**config.mk**
```make
export PLATFORM = sky130hd
export DESIGN_NAME = fifo_write_arbiter
export DESIGN_NICKNAME = d
export VERILOG_FILES = /design/src/rtl/fifo_write_arbiter.sv
export SDC_FILE = /design/constraint.sdc
export NUM_CORES = 1
export LEC_CHECK = 0
export BUFFER_PORTS_ARGS = -buffer_cell sky130_fd_sc_hd__buf_2
export CELL_PAD_IN_SITES_DETAIL_PLACEMENT = 1
export CELL_PAD_IN_SITES_GLOBAL_PLACEMENT = 1
export CORE_ASPECT_RATIO = 1.4
export CORE_MARGIN = 1.5
export CORE_UTILIZATION = 31
export CTS_BUF_LIST = sky130_fd_sc_hd__clkbuf_16
export DETAILED_ROUTE_END_ITERATION = 7
export GPL_ROUTABILITY_DRIVEN = 0
export GPL_TIMING_DRIVEN = 0
export PLACE_DENSITY = 0.8
export SETUP_SLACK_MARGIN = 0.2
export SLEW_MARGIN = 30
export SYNTH_ARGS = -nofsm -noshare
export SYNTH_HDL_FRONTEND = slang
export SYNTH_SLANG_ARGS = --single-unit
```
**constraint.sdc**
```tcl
create_clock -name clk -period 3.5 [get_ports clk]
set_clock_uncertainty 0.2 [all_clocks]
set_input_delay 0.175 -clock clk [delete_from_list [all_inputs] [get_ports clk]]
set_output_delay 0.175 -clock clk [all_outputs]
set_load 0.02 [all_outputs]
```
**src/rtl/fifo_write_arbiter.sv**
```systemverilog
// fifo_write_arbiter: rotating-priority, packet-atomic arbiter sharing one FIFO write port
// with a stall watchdog that revokes a grant whose owner goes silent mid-packet.
module fifo_write_arbiter #(
    parameter int NUM_REQ     = 2,
    parameter int DATA_WIDTH  = 16,
    parameter int STALL_LIMIT = 15
) (
    input  logic                          clk,
    input  logic                          reset,
    input  logic [NUM_REQ-1:0]            req,
    input  logic [NUM_REQ*DATA_WIDTH-1:0] req_data,
    input  logic [NUM_REQ-1:0]            req_last,
    output logic [NUM_REQ-1:0]            ack,
    output logic [NUM_REQ-1:0]            grant,
    output logic                          busy,
    output logic                          stall_error,
    output logic                          fifo_write,
    output logic [DATA_WIDTH-1:0]         fifo_write_data,
    input  logic                          fifo_can_write
);
    localparam int PW = $clog2(NUM_REQ);
    typedef enum logic {IDLE, BURST} state_t;
    state_t          state;
    logic [PW-1:0]   rr_ptr, owner, pick, idx, next_ptr;
    logic [7:0]      stall_cnt;
    logic            found, in_burst;
    always_comb begin
        pick  = rr_ptr;
        idx   = '0;
        found = 1'b0;
        for (int k = 0; k < NUM_REQ; k++) begin
            idx = PW'((int'(rr_ptr) + k) % NUM_REQ);
            if (!found && req[idx]) begin
                pick  = idx;
                found = 1'b1;
            end
        end
    end
    // Priority rotates past the owner whenever its grant ends, wrapping at NUM_REQ.
    assign next_ptr        = (owner == PW'(NUM_REQ - 1)) ? '0 : owner + 1'b1;
    assign in_burst        = (state == BURST) && !reset;
    assign busy            = (state == BURST);
    assign fifo_write      = in_burst && req[owner] && fifo_can_write;
    assign fifo_write_data = in_burst ? req_data[int'(owner)*DATA_WIDTH +: DATA_WIDTH] : '0;
    assign ack             = fifo_write ? grant : '0;
    always_ff @(posedge clk) begin
        if (reset) begin
            state       <= IDLE;
            grant       <= '0;
            owner       <= '0;
            rr_ptr      <= '0;
            stall_cnt   <= '0;
            stall_error <= 1'b0;
        end else if (state == IDLE) begin
            if (|req) begin
                state     <= BURST;
                owner     <= pick;
                grant     <= NUM_REQ'(1) << pick;
                stall_cnt <= '0;
            end
        end else if (fifo_write) begin
            stall_cnt <= '0;
            if (req_last[owner]) begin
                state  <= IDLE;
                grant  <= '0;
                rr_ptr <= next_ptr;
            end
        end else if (!req[owner]) begin
            // The STALL_LIMIT-th consecutive silent cycle revokes the grant.
            if (stall_cnt == 8'(STALL_LIMIT - 1)) begin
                state       <= IDLE;
                grant       <= '0;
                rr_ptr      <= next_ptr;
                stall_error <= 1'b1;
            end else begin
                stall_cnt <= stall_cnt + 8'd1;
            end
        end else begin
            stall_cnt <= '0;
        end
    end
endmodule
```
Yosys cells after proc, flatten, opt, wreduce, memory -nomap -nowiden
Index checks and enable logic that the tools add are counted.
{"block": "classes", "add_sub_neg": 3, "multipliers": 0, "div": 0, "n_lt_le_gt_ge": 3, "n_eq_ne": 7, "shifts": 2, "mux": 34, "n_bitwise": 3, "n_reduce_logical": 14}
{"op": "$mux W8", "count": 5}
{"op": "$shiftx A32 B6 Y16", "count": 1}
{"op": "$mux W1", "count": 21}
{"op": "$mux W16", "count": 1}
{"op": "$mux W2", "count": 7}
{"op": "$reduce_and A4 Y1", "count": 3}
{"op": "$add A8 B1 Y8 const B", "count": 1}
{"op": "$eq A8 B4 Y1 const B", "count": 1}
{"op": "$lt A1 B2 Y1 const B", "count": 3}
{"op": "$ne A3 B2 Y1 const B", "count": 2}
{"op": "$logic_and A1 B1 Y1", "count": 4}
{"op": "$ne A4 B4 Y1 const B", "count": 1}
{"op": "$reduce_and A2 Y1", "count": 2}
{"op": "$reduce_bool A2 Y1", "count": 2}
{"op": "$ne A3 B3 Y1 const B", "count": 1}
{"op": "$not A1 Y1", "count": 3}
{"op": "$add A1 B1 Y1 const B", "count": 2}
{"op": "$logic_not A1 Y1", "count": 2}
{"op": "$ne A2 B1 Y1 const B", "count": 1}
{"op": "$ne A2 B2 Y1 const B", "count": 1}
{"op": "$reduce_or A2 Y1", "count": 1}
{"op": "$shl A1 B1 Y2 const A", "count": 1}
{"block": "word_totals", "regBits": 14, "latchBits": 0, "ram_bits": 0, "mem_bits_ro": 0, "input_bits": 39, "out_inout_bits": 23, "memories": 0}

Logic depth before layout (Yosys ltp)
Gate-level depths: netlist of run 1.
{"block": "depth", "depth_word": 9, "ltp_mapped": 6, "mapped_depth_nobuf": 6}

Worst setup path after synthesis of run 1
Ideal clock, no wire load.
{"block": "synth_path", "path_type": "reg-to-reg", "startpoint": "register stall_cnt[0]", "endpoint": "register grant[0]", "setup_ps": 132, "arrival_ps": 1643, "t_required_ps": 3168, "setup_slack_ps": 1525, "path_stages_with_launch": 7, "period_less_slack_ps": 1975, "cell_sequence": "dfxtp_1 > inv_1 > ha_1 > or4b_4 > or3_4 > a311oi_1 > nor3_1"}
{"block": "synth_via", "elab_chain_cells": 3}
{"element": "start, declared", "line_no": "25", "source": "logic [7:0] stall_cnt;"}
{"element": "start signal, assigned", "line_no": "76", "source": "stall_cnt <= stall_cnt + 8'd1;"}
{"element": "$eq A8 B4 Y1", "line_no": "70", "source": "if (stall_cnt == 8'(STALL_LIMIT - 1)) begin"}
{"element": "$ne A3 B2 Y1 (no source line)"}
{"element": "$reduce_and A4 Y1 (no source line)"}
{"element": "end signal, assigned", "line_no": "58", "source": "grant <= NUM_REQ'(1) << pick;"}
{"element": "end, declared", "line_no": "14", "source": "output logic [NUM_REQ-1:0] grant,"}
No other way between the ends.
A chain may end at the register's enable or synchronous reset.

Worst setup path after layout of run 1
{"block": "layout_path", "startpoint": "register stall_cnt[0]", "endpoint": "register grant[1]"}
Same word-level chain as after synthesis.

==> flow_metrics.env, run 1 <==
export IMPL_status="finished clean"
export IMPL_grt_util_met1_pct=17.4
export IMPL_area_growth_pct=40.8
export IMPL_grt_util_all_layers_pct=18.1
export IMPL_rows=24
export IMPL_setup_ws_ns=1.35
export IMPL_vias=1220
export IMPL_powerDensity_nw_per_um2=334
export IMPL_cts_hold_buf=0
export IMPL_antenna_left=0
export IMPL_holdWs_ns=0.0783
export IMPL_post_cts_buffers=0
export IMPL_fmax_mhz=466
export IMPL_grtUsageMet3_pct=3.09
export IMPL_critPathCaptureType="flip-flop"
export IMPL_cp_start_kind="flip-flop"
export IMPL_syn_avg_cell_area_um2=7.68
export IMPL_cts_made_buffers=3
export IMPL_io_buffers=61
export IMPL_syn_nets=179
export IMPL_pwr_share_seq_pct=33.5
export IMPL_first_pass_iters=4
export IMPL_cts_tree="built"
export IMPL_drive_gt1_share_pct=36.5
export IMPL_ys_ff_latch=14
export IMPL_busiest_layer="met2"
export IMPL_cts_buffer_depth=2
export IMPL_yosysSeqAreaShare_pct=26.4
export IMPL_dp_slack_ns=1.36
export IMPL_critPathRequiredTime_ns=3.41
export IMPL_start_util_pct=33.3
export IMPL_drcViolationCount=0
export IMPL_crit_start="stall_cnt[0]$_SDFFE_PP0P_"
export IMPL_syn_area_um2=1060
export IMPL_r2r_cells=6
export IMPL_nFillCells=435
export IMPL_reg2reg_slack_ns=1.35
export IMPL_finalSetupTns_ns=0
export IMPL_dp_hpwl_um=2620
export IMPL_fin_crit_sh_pct=61.4
export IMPL_die_w_um=52.4
export IMPL_hp_class="primary input to flip-flop"
export IMPL_drt_iter0_markers=10
export IMPL_wl_um=3170
export IMPL_htree_num_levels=1
export IMPL_clock_sinks=14
export IMPL_path_clk_slew_ns=0.05
export IMPL_synth_warnings=0
export IMPL_critPathMaxFanout=4
export IMPL_io_pins=62
export IMPL_core_um2=3180
export IMPL_final_max_slew_violation_count=0
export IMPL_synth_distinct_cells=36
export IMPL_period_needed_ns=2.15
export IMPL_synthCells=138
export IMPL_diodes=0
export IMPL_cp_data_arrival_time_ns=2.06
export IMPL_switching_share_pct=26.9
export IMPL_rsz0062_at_grt="false"
export IMPL_ctsResizeCount=0
export IMPL_grt_overflow_total=0
export IMPL_grt_max_degree=11
export IMPL_crit_type="flip-flop to flip-flop"
export IMPL_post_drt_wl_per_cell_um=13.1
export IMPL_ir_drop_v=0.000247
export IMPL_vias_per_cell=5.04
export IMPL_final_nets=245
export IMPL_grt_met2_usage_pct=35.7
export IMPL_antenna_found_initial=0
export IMPL_slew_headroom_pct=66.7
export IMPL_tightest_slew_ns=0.485
export IMPL_p_leak_nw=0.669
export IMPL_clkPwrFrac_pct=43.9
export IMPL_die_h_um=72.2
export IMPL_cts_root_buf="clkbuf_16"
export IMPL_grt_pass1_vias=1261
export IMPL_power_switching_mw=0.134
export IMPL_finalNonFillerCells=242
export IMPL_clk_latency_ns=0.25
export IMPL_hold_violations=0
export IMPL_endpoint="grant[1]$_SDFFE_PP0P_"
export IMPL_r2r_end="grant[1]$_SDFFE_PP0P_"
export IMPL_grt_pass1_wl_um=5230
export IMPL_comb_power_share_pct=22.5
export IMPL_rr_startpoint="stall_cnt[0]$_SDFFE_PP0P_"
export IMPL_cap_viol_max_count=0
export IMPL_dieArea_um2=3780
export IMPL_setup_viol=0
export IMPL_dp_cells=238
export IMPL_p_int_mw=0.365
flip-flops by register name (all words and copies together), names as in the netlist:
name / count
stall_cnt: 8
grant: 2
busy: 1
owner: 1
rr_ptr: 1
stall_error: 1
through the flow:
stage | cell area (um2) | power (mW) | util, %
after detailed placement | 1410 | 0.284 | 44.4
after global placement | 1410 | 0.281 | 44.4
after global routing | 1490 | 0.524 | 46.9
final | 1490 | 0.499 | 46.9
after floorplan | 1060 | 0.238 | -
after CTS | 1490 | 0.506 | 46.9
Yosys cell counts:
cell | instances | area (um2)
nor3_4 | 1 | 16.3
a21oi_1 | 5 | 25.0
nand3_1 | 7 | 35.0
buf_2 | 3 | 15.0
or3_4 | 1 | 11.3
a211oi_1 | 2 | 15.0
a2111o_1 | 1 | 11.3
and2_1 | 3 | 18.8
mux2i_1 | 17 | 170
nand2b_1 | 3 | 18.8
o211ai_1 | 2 | 15.0
nand4_1 | 2 | 12.5
xnor2_1 | 1 | 8.76
nor3_1 | 3 | 15.0
and2_0 | 2 | 12.5
and3_1 | 2 | 12.5
a31oi_1 | 1 | 6.26
or4_2 | 1 | 8.76
nand2_1 | 7 | 26.3
a22oi_1 | 1 | 7.51
a311oi_1 | 2 | 17.5
nor2_1 | 24 | 90.1
dfxtp_1 | 14 | 280
clkbuf_1 | 6 | 22.5
nand3b_1 | 2 | 15.0
inv_1 | 6 | 22.5
ha_1 | 2 | 25.0
or4b_4 | 1 | 13.8
a41oi_1 | 1 | 8.76
or3_1 | 2 | 12.5
o21ai_0 | 5 | 25.0
and4_2 | 1 | 10.0
nor2b_1 | 3 | 18.8
o22ai_1 | 1 | 6.26
or4_1 | 1 | 7.51
mux2_2 | 2 | 22.5
power groups by stage:
stage               Sequential (mW)  Clock, mW  Combinational, mW
finish                        0.167      0.219              0.112
CTS                           0.167      0.224              0.115
global route                  0.168      0.232              0.124
detailed placement            0.170          0              0.114
global placement              0.170          0              0.111
floorplan                     0.173          0             0.0654
worst max-delay path, cell delays in order (launching register included):
cell and delay [ns]:
dfxtp_1 0.32, inv_1 0.10, ha_1 0.16, or4b_4 0.49, or3_4 0.37, a311oi_1 0.29, nor3_1 0.08
cell usage in the layout, fill, tap and decap left out:
cell / netlist / final
a2111o_1: 1 / 1
a211oi_1: 2 / 2
a21oi_1: 5 / 5
a22oi_1: 1 / 1
a311oi_1: 2 / 2
a31oi_1: 1 / 1
a41oi_1: 1 / 1
and2_0: 2 / 2
and2_1: 3 / 3
and3_1: 2 / 2
and4_2: 1 / 1
buf_2: 3 / 64
clkbuf_1: 6 / 6
clkbuf_16: 0 / 3
clkinv_1: 0 / 1
dfxtp_1: 14 / 14
ha_1: 2 / 2
inv_1: 6 / 6
mux2_2: 2 / 2
mux2i_1: 17 / 17
nand2_1: 7 / 7
nand2b_1: 3 / 3
nand3_1: 7 / 7
nand3b_1: 2 / 2
nand4_1: 2 / 2
nor2_1: 24 / 24
nor2b_1: 3 / 3
nor3_1: 3 / 3
nor3_4: 1 / 1
o211ai_1: 2 / 2
o21ai_0: 5 / 5
o22ai_1: 1 / 1
or3_1: 2 / 2
or3_4: 1 / 1
or4_1: 1 / 1
or4_2: 1 / 1
or4b_4: 1 / 1
xnor2_1: 1 / 1
worst min path at each step:
| stage | start | end | cells after the start |
|---|---|---|---|
| after CTS | req_last[1] | busy$_SDFF_PP0_ | 3 |
| after global placement | stall_error$_SDFFE_PP0P_ | stall_error$_SDFFE_PP0P_ | 2 |
| after detailed placement | stall_error$_SDFFE_PP0P_ | stall_error$_SDFFE_PP0P_ | 2 |
| after floorplan | req[1] | stall_cnt[1]$_SDFFE_PP0P_ | 3 |
| final | req_last[1] | busy$_SDFF_PP0_ | 3 |
| after global routing | req_last[0] | busy$_SDFF_PP0_ | 3 |
cell type report:
class	instances	area (um2)	area share, %
Clock buffer	3	75.1	5.03
Timing Repair Buffer	61	305	20.5
Sequential cell	14	280	18.8
Tap cell	39	48.8	3.27
Multi-Input combinational cell	109	719	48.2
Clock inverter	1	3.75	0.251
Inverter	6	22.5	1.51
Buffer	9	37.5	2.51
cells by family (layout without fill, tap and decap cells):
kind of cell | after synthesis | in the layout | synth area share, %
mux | 19 | 19 | 18.2
compound gates | 21 | 21 | 13.0
simple gates | 66 | 66 | 33.5
fa+ha+maj | 2 | 2 | 2.36
buf+inv | 15 | 80 | 5.67
xor+xnor | 1 | 1 | 0.827
flops | 14 | 14 | 26.4
metal layers:
layer | part of all wire, % | vias to the layer above
met2 | 54 | 55
met1 | 38 | 543
li1 | - | 617
met5 | 0 | -
met4 | 1.8 | 0
met3 | 6.4 | 5
No activity file was read; power rests on OpenSTA's default activity.
==> run 2, diff against run 1 <==
Settings changed: CORE_UTILIZATION 31 to 26, PLACE_DENSITY 0.8 to 0.71.
Clock period 3.5 ns to 1.75 ns, I/O delays scaled along.
==> run 2 against run 1 <==
Effect of this change: the flow now finishes with violations (setup timing); die area grew 18%; worst setup slack lost 1.7 ns; sequential power grew 100%; combinational power grew to 4.2 times the previous value; count of clock-buffer cells in the layout is the same; global-route usage grew 4.7 points; first-iteration DRC count grew to 2.7 times the previous value; non-clock buffer count grew 17; design area grew 52%; total power grew to 2.5 times the previous value; critical path depth is the same; fmax grew 4.4%; critical endpoint unchanged.
==> flow_metrics.env, run 2 (synthesized netlist as in run 1, its figures left out) <==
export IMPL_status="finished with violations"
export IMPL_failed_checks="setup timing"
export IMPL_p_int_mw=0.867
export IMPL_vias_per_cell=5.25
export IMPL_route_top_layer_used="met4"
export IMPL_m1WireLength_um=1730
export IMPL_p_leak_nw=0.886
export IMPL_cts_tree="built"
export IMPL_comb_power_share_pct=37.2
export IMPL_critPathMaxFanout=4
export IMPL_die_h_um=78.5
export IMPL_grt_overflow_total=0
export IMPL_dieArea_um2=4470
export IMPL_dp_hpwl_um=2770
export IMPL_grt_max_degree=11
export IMPL_cp_data_arrival_time_ns=1.97
export IMPL_ir_drop_v=0.000528
export IMPL_final_nets=262
export IMPL_largest_reg_flops=8
export IMPL_top_regs="stall_cnt (8), grant (2)"
export IMPL_drcViolationCount=0
export IMPL_grt_pass1_vias=1587
export IMPL_die_w_um=57.0
export IMPL_vias=1381
export IMPL_hp_class="primary input to flip-flop"
export IMPL_drive_gt1_share_pct=66.4
export IMPL_wl_met2_um=2870
export IMPL_wl_met3_um=273
export IMPL_final_max_slew_violation_count=0
export IMPL_critPathCaptureType="flip-flop"
export IMPL_crit_type="flip-flop to flip-flop"
export IMPL_cts_buffer_depth=2
export IMPL_powerDensity_nw_per_um2=555
export IMPL_grt_util_all_layers_pct=22.8
export IMPL_rsz0062_at_grt="true"
export IMPL_endpoint="grant[1]$_SDFFE_PP0P_"
export IMPL_critPathRequiredTime_ns=1.66
export IMPL_io_buffers=61
export IMPL_final_common_cell="buf_2"
export IMPL_r2r_end="grant[1]$_SDFFE_PP0P_"
export IMPL_antenna_found_initial=0
export IMPL_cp_start_kind="flip-flop"
export IMPL_setup_viol=15
export IMPL_final_cell_mix="47 x buf_2, 20 x buf_6, 16 x mux2i_4"
export IMPL_first_pass_iters=4
export IMPL_reg2reg_slack_ns=-0.31
export IMPL_pwr_share_seq_pct=27.0
export IMPL_clock_sinks=14
export IMPL_place_area_um2=1460
export IMPL_fin_area_um2=2260
export IMPL_wl_um=4990
export IMPL_fin_crit_sh_pct=118
export IMPL_power_switching_mw=0.388
export IMPL_clkPwrFrac_pct=35.8
export IMPL_start_util_pct=27.0
export IMPL_setup_ws_ns=-0.307
export IMPL_cts_root_buf="clkbuf_16"
export IMPL_post_drt_wl_per_cell_um=19.0
export IMPL_r2r_cells=6
export IMPL_cts_made_buffers=3
export IMPL_core_um2=3920
export IMPL_clk_latency_ns=0.25
export IMPL_drt_iter0_markers=27
export IMPL_htree_num_levels=1
export IMPL_rr_startpoint="stall_cnt[0]$_SDFFE_PP0P_"
export IMPL_tightest_slew_ns=0.545
export IMPL_period_needed_ns=2.06
export IMPL_grt_pass1_wl_um=7850
export IMPL_crit_start="stall_cnt[0]$_SDFFE_PP0P_"
export IMPL_io_pins=62
export IMPL_path_clk_slew_ns=0.05
export IMPL_antenna_left=0
export IMPL_finalSetupTns_ns=-2.87
export IMPL_cap_viol_max_count=0
export IMPL_slew_headroom_pct=63.7
export IMPL_hold_depth=3
export IMPL_area_growth_pct=114
export IMPL_top_register="stall_cnt"
export IMPL_hold_violations=0
export IMPL_rows=27
export IMPL_diodes=0
export IMPL_switching_share_pct=30.9
export IMPL_fmax_mhz=486
## run 2: cell count changes in the layout (fill, tap and decap cells not counted), moves of 4 or more
cell	previous run	this run
dfxtp_1	14	10
nor2_4	0	15
mux2i_4	0	16
nor2_1	24	9
buf_2	64	47
dfxtp_2	0	4
mux2i_1	17	1
buf_6	0	20
buf_4	0	9
## run 2: layout make-up
| type | instances | area [um2] |
|---|---|---|
| Clock buffer | 3 | 75.1 |
| Inverter | 6 | 22.5 |
| Buffer | 9 | 97.6 |
| Multi-Input combinational cell | 109 | 1130 |
| Timing Repair Buffer | 78 | 591 |
| Clock inverter | 1 | 3.75 |
| Tap cell | 43 | 53.8 |
| Fill cell | 429 | 1660 |
| Sequential cell | 14 | 285 |
## run 2: worst min-delay path by stage
stage	from	end
after global placement	req[1]	stall_cnt[1]$_SDFFE_PP0P_
final	req_last[1]	busy$_SDFF_PP0_
after detailed placement	req_last[0]	busy$_SDFF_PP0_
after global routing	req_last[1]	busy$_SDFF_PP0_
after CTS	req_last[0]	busy$_SDFF_PP0_
after floorplan	req[1]	stall_cnt[1]$_SDFFE_PP0P_
## run 2: power by group through the flow
stage / combinational, mW / clock, mW / sequential, mW
2_1_floorplan: 0.142 / 0 / 0.347
3_3_place_gp: 0.238 / 0 / 0.342
3_5_place_dp: 0.240 / 0 / 0.342
4_1_cts: 0.429 / 0.453 / 0.337
5_1_grt: 0.492 / 0.466 / 0.339
6_report: 0.467 / 0.449 / 0.339
## run 2: critical path, cell delays in order, from the launching register on
cell,delay [ns]
dfxtp_2,0.32
inv_2,0.07
ha_4,0.12
or4b_4,0.48
or3_4,0.39
a311oi_4,0.26
nor3_2,0.08
## run 2: metal layers
layer	vias to the layer above	track usage [%]
li1	657	-
met1	653	22.1
met2	60	45.6
met3	11	4.45
met4	0	8.14
met5	-	0
## run 2: timing repair
action,4_1_cts,5_1_grt
setup endpoints to repair,32,32
setup buffers,10,4
pin swaps,18,1
gates resized for setup,115,10
cloned,2,1
hold endpoints to repair,1,0
## run 2: per-stage QoR
stage          cells  hold WS [ns]  setup slack [ns]  util, %  power (mW)
6_report         263        0.0162            -0.307     57.8        1.26
3_5_place_dp     242         0.258            -0.367     37.3       0.583
3_3_place_gp     242         0.239            -0.333     37.3       0.580
2_1_floorplan    138        0.0777            -0.173        -       0.489
4_1_cts          258      -0.00247            -0.302     55.0        1.22
5_1_grt          263        0.0229            -0.354     57.8        1.30
